`src/rtl/mem_ctrl_pkg.sv`:
```
// Shared definitions for the CPU-to-memory access controller: FSM states,
// wait-counter width and the alignment helper.
package mem_ctrl_pkg;

    localparam int CNT_W = 4;

    typedef enum logic [1:0] {
        IDLE   = 2'd0,
        ACCESS = 2'd1,
        DONE   = 2'd2,
        ERR    = 2'd3
    } state_e;

    function automatic logic is_misaligned(input logic [31:0] addr);
        return addr[1:0] != 2'b00;
    endfunction

endpackage

```
`src/rtl/mem_wait_cnt.sv`:
```
// Down-counter for memory wait states: loadable, counts down to zero and
// then holds there, flagging zero.
module mem_wait_cnt
    import mem_ctrl_pkg::*;
(
    input  logic             clock,
    input  logic             reset,
    input  logic             load,
    input  logic [CNT_W-1:0] load_val,
    output logic             zero
);

    logic [CNT_W-1:0] cnt_q;
    logic [CNT_W-1:0] cnt_d;

    always_comb begin
        cnt_d = cnt_q;
        if (load) begin
            cnt_d = load_val;
        end else if (cnt_q != '0) begin
            cnt_d = cnt_q - 1'b1;
        end
    end

    always_ff @(posedge clock) begin
        if (reset) begin
            cnt_q <= '0;
        end else begin
            cnt_q <= cnt_d;
        end
    end

    assign zero = (cnt_q == '0);

endmodule

```
`src/rtl/mem_ctrl.sv`:
```
// CPU-to-memory access controller with programmable wait states and
// misaligned-access trapping. Define MEM_CTRL_WBUF_EN for posted writes.
module mem_ctrl
    import mem_ctrl_pkg::*;
#(
    parameter int WAIT_CYCLES = 2
) (
    input  logic        clock,
    input  logic        reset,
    input  logic        cpu_req,
    input  logic        cpu_wr,
    input  logic [31:0] cpu_addr,
    input  logic [31:0] cpu_wdata,
    output logic [31:0] cpu_rdata,
    output logic        cpu_ready,
    output logic        cpu_stall,
    output logic        cpu_err,
    output logic [31:0] bad_addr,
    output logic [31:0] mem_addr,
    output logic        mem_wr,
    output logic [31:0] mem_wdata,
    input  logic [31:0] mem_rdata
);

    localparam logic [CNT_W-1:0] WAIT_LOAD = CNT_W'(WAIT_CYCLES);

    state_e      state_q, state_d;
    logic [31:0] addr_q, addr_d;
    logic [31:0] wdata_q, wdata_d;
    logic [31:0] rdata_q, rdata_d;
    logic [31:0] bad_q, bad_d;
    logic        wr_q, wr_d;
    logic        ready_q, ready_d;
    logic        err_q, err_d;
    logic        mem_wr_q, mem_wr_d;
    logic        cnt_load;
    logic        cnt_zero;
    logic        post_wr;
    logic        wbuf_busy;
    logic        post_en;

`ifdef MEM_CTRL_WBUF_EN
    // One-entry write buffer: busy for WAIT_CYCLES+1 cycles after a posted write.
    logic wbuf_busy_q;

    always_ff @(posedge clock) begin
        if (reset) begin
            wbuf_busy_q <= 1'b0;
        end else if (post_wr) begin
            wbuf_busy_q <= 1'b1;
        end else if (cnt_zero) begin
            wbuf_busy_q <= 1'b0;
        end
    end

    assign wbuf_busy = wbuf_busy_q;
    assign post_en   = 1'b1;
`else
    assign wbuf_busy = 1'b0;
    assign post_en   = 1'b0;
`endif

    mem_wait_cnt u_wait_cnt (
        .clock    (clock),
        .reset    (reset),
        .load     (cnt_load),
        .load_val (WAIT_LOAD),
        .zero     (cnt_zero)
    );

    always_comb begin
        state_d   = state_q;
        addr_d    = addr_q;
        wdata_d   = wdata_q;
        rdata_d   = rdata_q;
        bad_d     = bad_q;
        wr_d      = wr_q;
        ready_d   = 1'b0;
        err_d     = 1'b0;
        mem_wr_d  = 1'b0;
        cnt_load  = 1'b0;
        post_wr   = 1'b0;
        cpu_stall = 1'b0;

        case (state_q)
            IDLE: begin
                cpu_stall = cpu_req;
                if (cpu_req && !wbuf_busy) begin
                    addr_d  = cpu_addr;
                    wr_d    = cpu_wr;
                    wdata_d = cpu_wdata;
                    if (is_misaligned(cpu_addr)) begin
                        state_d = ERR;
                    end else begin
                        cnt_load = 1'b1;
                        mem_wr_d = cpu_wr;
                        post_wr  = post_en && cpu_wr;
                        // A posted write completes to the CPU at once; the buffer retires it.
                        ready_d  = post_wr;
                        state_d  = post_wr ? IDLE : ACCESS;
                    end
                end
            end
            ACCESS: begin
                cpu_stall = 1'b1;
                if (cnt_zero) begin
                    if (!wr_q) begin
                        rdata_d = mem_rdata;
                    end
                    ready_d = 1'b1;
                    state_d = DONE;
                end
            end
            DONE: begin
                state_d = IDLE;
            end
            ERR: begin
                bad_d   = addr_q;
                ready_d = 1'b1;
                err_d   = 1'b1;
                state_d = IDLE;
            end
            default: begin
                state_d = IDLE;
            end
        endcase
    end

    always_ff @(posedge clock) begin
        if (reset) begin
            state_q  <= IDLE;
            addr_q   <= '0;
            wdata_q  <= '0;
            rdata_q  <= '0;
            bad_q    <= '0;
            wr_q     <= 1'b0;
            ready_q  <= 1'b0;
            err_q    <= 1'b0;
            mem_wr_q <= 1'b0;
        end else begin
            state_q  <= state_d;
            addr_q   <= addr_d;
            wdata_q  <= wdata_d;
            rdata_q  <= rdata_d;
            bad_q    <= bad_d;
            wr_q     <= wr_d;
            ready_q  <= ready_d;
            err_q    <= err_d;
            mem_wr_q <= mem_wr_d;
        end
    end

    assign cpu_rdata = rdata_q;
    assign cpu_ready = ready_q;
    assign cpu_err   = err_q;
    assign bad_addr  = bad_q;
    assign mem_addr  = addr_q;
    assign mem_wr    = mem_wr_q;
    assign mem_wdata = wdata_q;

endmodule

```
`config.mk`:
```
export PLATFORM = sky130hd
export DESIGN_NAME = mem_ctrl
export DESIGN_NICKNAME = d
export VERILOG_FILES = /design/src/rtl/mem_ctrl_pkg.sv /design/src/rtl/mem_wait_cnt.sv /design/src/rtl/mem_ctrl.sv
export SDC_FILE = /design/constraint.sdc
export NUM_CORES = 1
export LEC_CHECK = 0
export CORE_ASPECT_RATIO = 0.8
export CORE_UTILIZATION = 28
export DETAILED_ROUTE_END_ITERATION = 10
export PLACE_DENSITY = 0.62
export SLEW_MARGIN = 10
export SYNTH_ARGS = -nofsm -noshare
export SYNTH_HDL_FRONTEND = slang
export SYNTH_HIERARCHICAL = 1
export SYNTH_SLANG_ARGS = --single-unit
```
`constraint.sdc`:
```
create_clock -name clock -period 1.7 [get_ports clock]
set_clock_uncertainty 0.05 [all_clocks]
set_input_delay 0.34 -clock clock [delete_from_list [all_inputs] [get_ports clock]]
set_output_delay 0.34 -clock clock [all_outputs]
set_load 0.05 [all_outputs]
```
Word level (Yosys, flattened, before mapping)
Index checks and enable logic that the tools add are counted.
Storage, ports and cells
  register bits after elaboration: 138
  input port bits: 100
  output and inout bits: 132
  logic and storage cells: 44
Operators by class
  add/subtract/negate cells: 1
  eq/ne operators: 5
  multiplexer cells: 13
  bitwise logic cells: 3
  reduce and logical (&&, ||, !) cells: 11
Operators with widths (count)
  $mux W2: 5
  $pmux W2 S3: 1
  $mux W1: 5
  $eq A2 B2 Y1 const B: 2
  $logic_not A4 Y1: 1
  $ne A2 B2 Y1 const B: 2
  $pmux W1 S2: 2
  $reduce_and A2 Y1: 2
  $reduce_bool A2 Y1: 2
  $reduce_bool A4 Y1: 1
  $reduce_or A2 Y1: 2
  $reduce_or A4 Y1: 1
  $sub A4 B1 Y4 const B: 1
  $not A1 Y1: 3
  $reduce_and A3 Y1: 1
  $eq A2 B1 Y1 const B: 1
  $logic_not A2 Y1: 1

Depth between registers and ports, before layout
  word-level depth: 5
  depth in mapped cells: 8
  depth with buffers taken out: 6

Hierarchy
The synthesis kept the hierarchy.
By module, submodules not included
  mem_ctrl: times used 1, cells each 587, area an instance 4655.7 sq um, seq. area each 2682.6 sq um
  mem_wait_cnt: times used 1, cells each 24, area an instance 229.0 sq um, seq. area each 80.1 sq um

Least setup slack after synthesis
Ideal clock, no wire load.
  kind: reg2reg
  start: register u_wait_cnt.cnt_q[0]
  end: register rdata_q[10], in the netlist cpu_rdata[10]
  library setup time: 70 ps
  data arrival time: 1503 ps
  data required time: 1580 ps
  setup slack: 77 ps
  cell stages (with the launch flop): 9
  path buffers: 2
  period minus slack after synthesis: 1623 ps
  path through: dfxtp_1 inv_1 ha_1 nor3b_4 nand4bb_1 clkbuf_1 clkbuf_1 nand2_1 a21oi_1
Between the ends
  cells in the longest elaborated chain, start to end: 2
Ends and longest elaborated chain
  start, declared: line mem_wait_cnt.sv:13  | logic [CNT_W-1:0] cnt_q;
  start signal, assigned: line mem_wait_cnt.sv:29  | cnt_q <= cnt_d;
  $logic_not A4 Y1: line mem_wait_cnt.sv:33  | assign zero = (cnt_q == '0);
  net cnt_zero: line mem_ctrl.sv:37  | logic cnt_zero;
  $reduce_and A3 Y1 (no line)
  end signal, assigned: line mem_ctrl.sv:144  | rdata_q <= rdata_d;
  end, declared: line mem_ctrl.sv:30  | logic [31:0] rdata_q, rdata_d;
The timed path passes the listed nets, and every way through them passes these cells.
A chain may end at the register's enable or synchronous reset.

Worst setup path after layout
  start: input cpu_req
  end: output cpu_stall
Between the ends
  cells in the longest elaborated chain, start to end: 1
Ends and longest elaborated chain
  start, declared: line mem_ctrl.sv:10  | input logic cpu_req,
  $pmux W1 S2: line mem_ctrl.sv:85  | case (state_q)
  end, declared: line mem_ctrl.sv:16  | output logic cpu_stall,
No other way between the ends.

==> metrics.txt <==
post-route non-filler standard cell count approximately 1,100; Seq pwr share 35.8%; fin util a little under half; antenna violations before repair 0; Clock Sinks ~140; Critical Path Sink Type output port; CTS tree built; R2R setup slack 0.07 ns; CP max FO 3; DP HPWL approximately 10,000 um; gr usage total ~17%; Worst Setup Start Kind input pin; first-pass GRT wire length between 20,000 and 25,000 um; IO Pins approximately 230; CTS Buf Count 17; Static Leakage around 3.2 nW; # DRC 0; ys async rst share 0%; die area between 15,000 and 20,000 um^2; CP arrival roughly 1.3 ns; met3 usage a little over 6%; PwrDens about 1300 nW/um^2; TritonRoute pass-1 iters 4; final wirelength ~15,000 um; number of global-route vias before repair around 4,500; sw frac 32.7%; cell row count 42; input/output buffers 231; number of max-cap violations 0; Placer Congestion 0.741; Achievable Freq approximately 610 MHz; internal power between 7 and 8 mW; combinational fraction of design power about 30%; count of final hold-check violations 0; Psw between 3 and 4 mW; top-area cell type share of the netlist area a little under three fifths; CTS H-tree lvls 4; Worst Setup SP cpu_req; Setup CP Type input pin to output port; FF-to-FF Start u_wait_cnt/cnt_q[0]$_SDFFE_PP0P_; Ys Warns 6; Seq cells post-synth roughly 140; hold-fix buffer count after cts 0; synthesized cell area just under 5000 um^2; largest net degree at the start of global routing 81; setup slack after layout between 0.05 and 0.06 ns; Final setup viols 0; number of diodes 0; setup tns final 0 ns; part of the power in the clock network roughly 34%; Vias/cell between 4 and 5; via count 4,724; Core Box Area 16,800 um^2; EDFF count, synth 0; WL/cell roughly 14 um; Inst Count DP roughly 1,000; status finished, final reports clean; Die Y between 100 and 150 um; global route hottest layer met2; synth top area cells dfxtp_1 57%, nand2_1 20%, a21oi_1 13%, clkbuf_1 2.0%, buf_2 1.5%; Root Buffer clkbuf_16; aggregate global routing overflow 0; Netlist cell types 32; Clock Latency Late Sink slightly above 0.4 ns; leading area contributor after synthesis dfxtp_1; Global Route met1 Usage a little over a fifth; Mapped Cells 611; HP Start reset; synthesized area per cell 7.99 um^2; Seq/Total Area, Yosys between 50% and 60%; share of cells above drive strength 1 roughly 26%; grt met2 use 25.9%; Area Overhead vs Synth 63.8%; Worst VDD drop 606 uV; HP Class input pin to flip-flop; post-route ant nets 0; RSZ-0062 raised after global routing yes; fin nets roughly 950; final number of max-transition violations 0; initial core utilization 29.0%; top_reg_cell synth dfxtp_1; CTS Buffer Depth 2; Final min period 1.65 ns; clock transition at the registers of the reported paths ~0.050 ns; final period utilization a little over nine tenths; Placement Setup Slack -0.218 ns; CP Data Required Time between 1 and 1.5 ns; Initial DRC Count roughly 250; DIE WIDTH 150 um
[state kept, by name, summed over array words and instances, names as in the netlist]
register	cells
bad_addr	32
cpu_err	1
cpu_rdata	32
cpu_ready	1
mem_addr	32
mem_wdata	32
mem_wr	1
state_q	2
u_wait_cnt/cnt_q	4
wr_q	1
[metrics by stage]
step | hold slack (ns) | total power, mW | instance area, um^2
4_1_cts | 0.151 | 10.5 | 7890
5_1_grt | 0.182 | 11.0 | 8000
3_5_place_dp | 0.397 | 6.76 | 7260
6_report | 0.170 | 10.5 | 8000
2_1_floorplan | 0.369 | 5.65 | 4890
3_3_place_gp | 0.392 | 6.74 | 7260
[cells in the mapped netlist, types with 3 or more instances]
cell type,number
nor2b_1,3
buf_2,15
clkbuf_1,26
nor2_1,4
buf_4,3
nand2_1,263
a21oi_1,129
dfxtp_1,138
[kinds of logic (layout without fill, tap and decap cells)]
| logic type | after synthesis | count (layout) | synth area share, % |
|---|---|---|---|
| compound gates | 134 | 134 | 13.9 |
| xor+xnor | 2 | 2 | 0.359 |
| fa+ha+maj | 1 | 1 | 0.256 |
| simple gates | 285 | 285 | 23.9 |
| other cells | 2 | 4 | 0.154 |
| buf+inv | 48 | 298 | 4.61 |
| mux | 1 | 1 | 0.231 |
| flops | 138 | 138 | 56.6 |
[critical path: stages]
cell and delay (ns):
clkdlybuf4s50_1 0.47, buf_4 0.11, nor2_1 0.05, nor2_2 0.13, buf_12 0.15
[metal layers]
metal	routed length, um	up-vias	share of wire (%)
li1	-	2441	-
met1	7030	2158	47
met2	6800	111	45
met3	988	14	6.6
met4	178	0	1.2
met5	0	-	0
[cells in the final DEF, fill, tap and decap left out, types with 2 or more instances in the layout]
cell type,Yosys,layout
a21oi_1,129,122
a21oi_2,0,7
buf_12,0,10
buf_4,3,151
buf_6,2,3
clkbuf_1,26,2
clkbuf_16,0,19
clkbuf_8,0,6
clkdlybuf4s50_1,0,98
clkinv_2,0,5
conb_1,2,4
dfxtp_1,138,135
dfxtp_2,0,3
inv_2,0,2
nand2_1,263,260
nand2_2,0,3
nor2_1,4,3
nor2b_1,3,3
nor3_1,2,2
nor3b_4,1,2
o22ai_1,2,2
xnor2_1,2,2
[path summary, 6_finish.rpt]
check                                             endpoint  depth (start not counted)
worst min-delay path                     wr_q$_SDFFE_PP0P_                          2
worst max register to register  cpu_rdata[19]$_SDFFE_PP0P_                          8
worst max-delay path                             cpu_stall                          5
worst min register to register  cpu_rdata[24]$_SDFFE_PP0P_                          2
[power groups by stage]
stage	registers [mW]	logic, mW	clock network (mW)
after floorplan	4.67	0.980	0
after global placement	3.81	2.93	0
after detailed placement	3.82	2.94	0
after CTS	3.75	3.04	3.68
after global routing	3.80	3.37	3.85
final	3.76	3.15	3.58
[area by class of cell]
type	count	area [um^2]
Clock buffer	25	515
Clock inverter	7	62.6
Fill cell	1662	8820
Inverter	2	7.51
Multi-Input combinational cell	427	1970
Sequential cell	138	2770
Tap cell	220	275
Timing Repair Buffer	264	2400
[repair_timing]
action                     in CTS  in global routing
buffers inserted                2                  3
pin swaps                       1                  3
cloned                          1                  2
resized for setup               2                 19
setup endpoints to repair      28                 34
(Power assumes the default switching activity.)
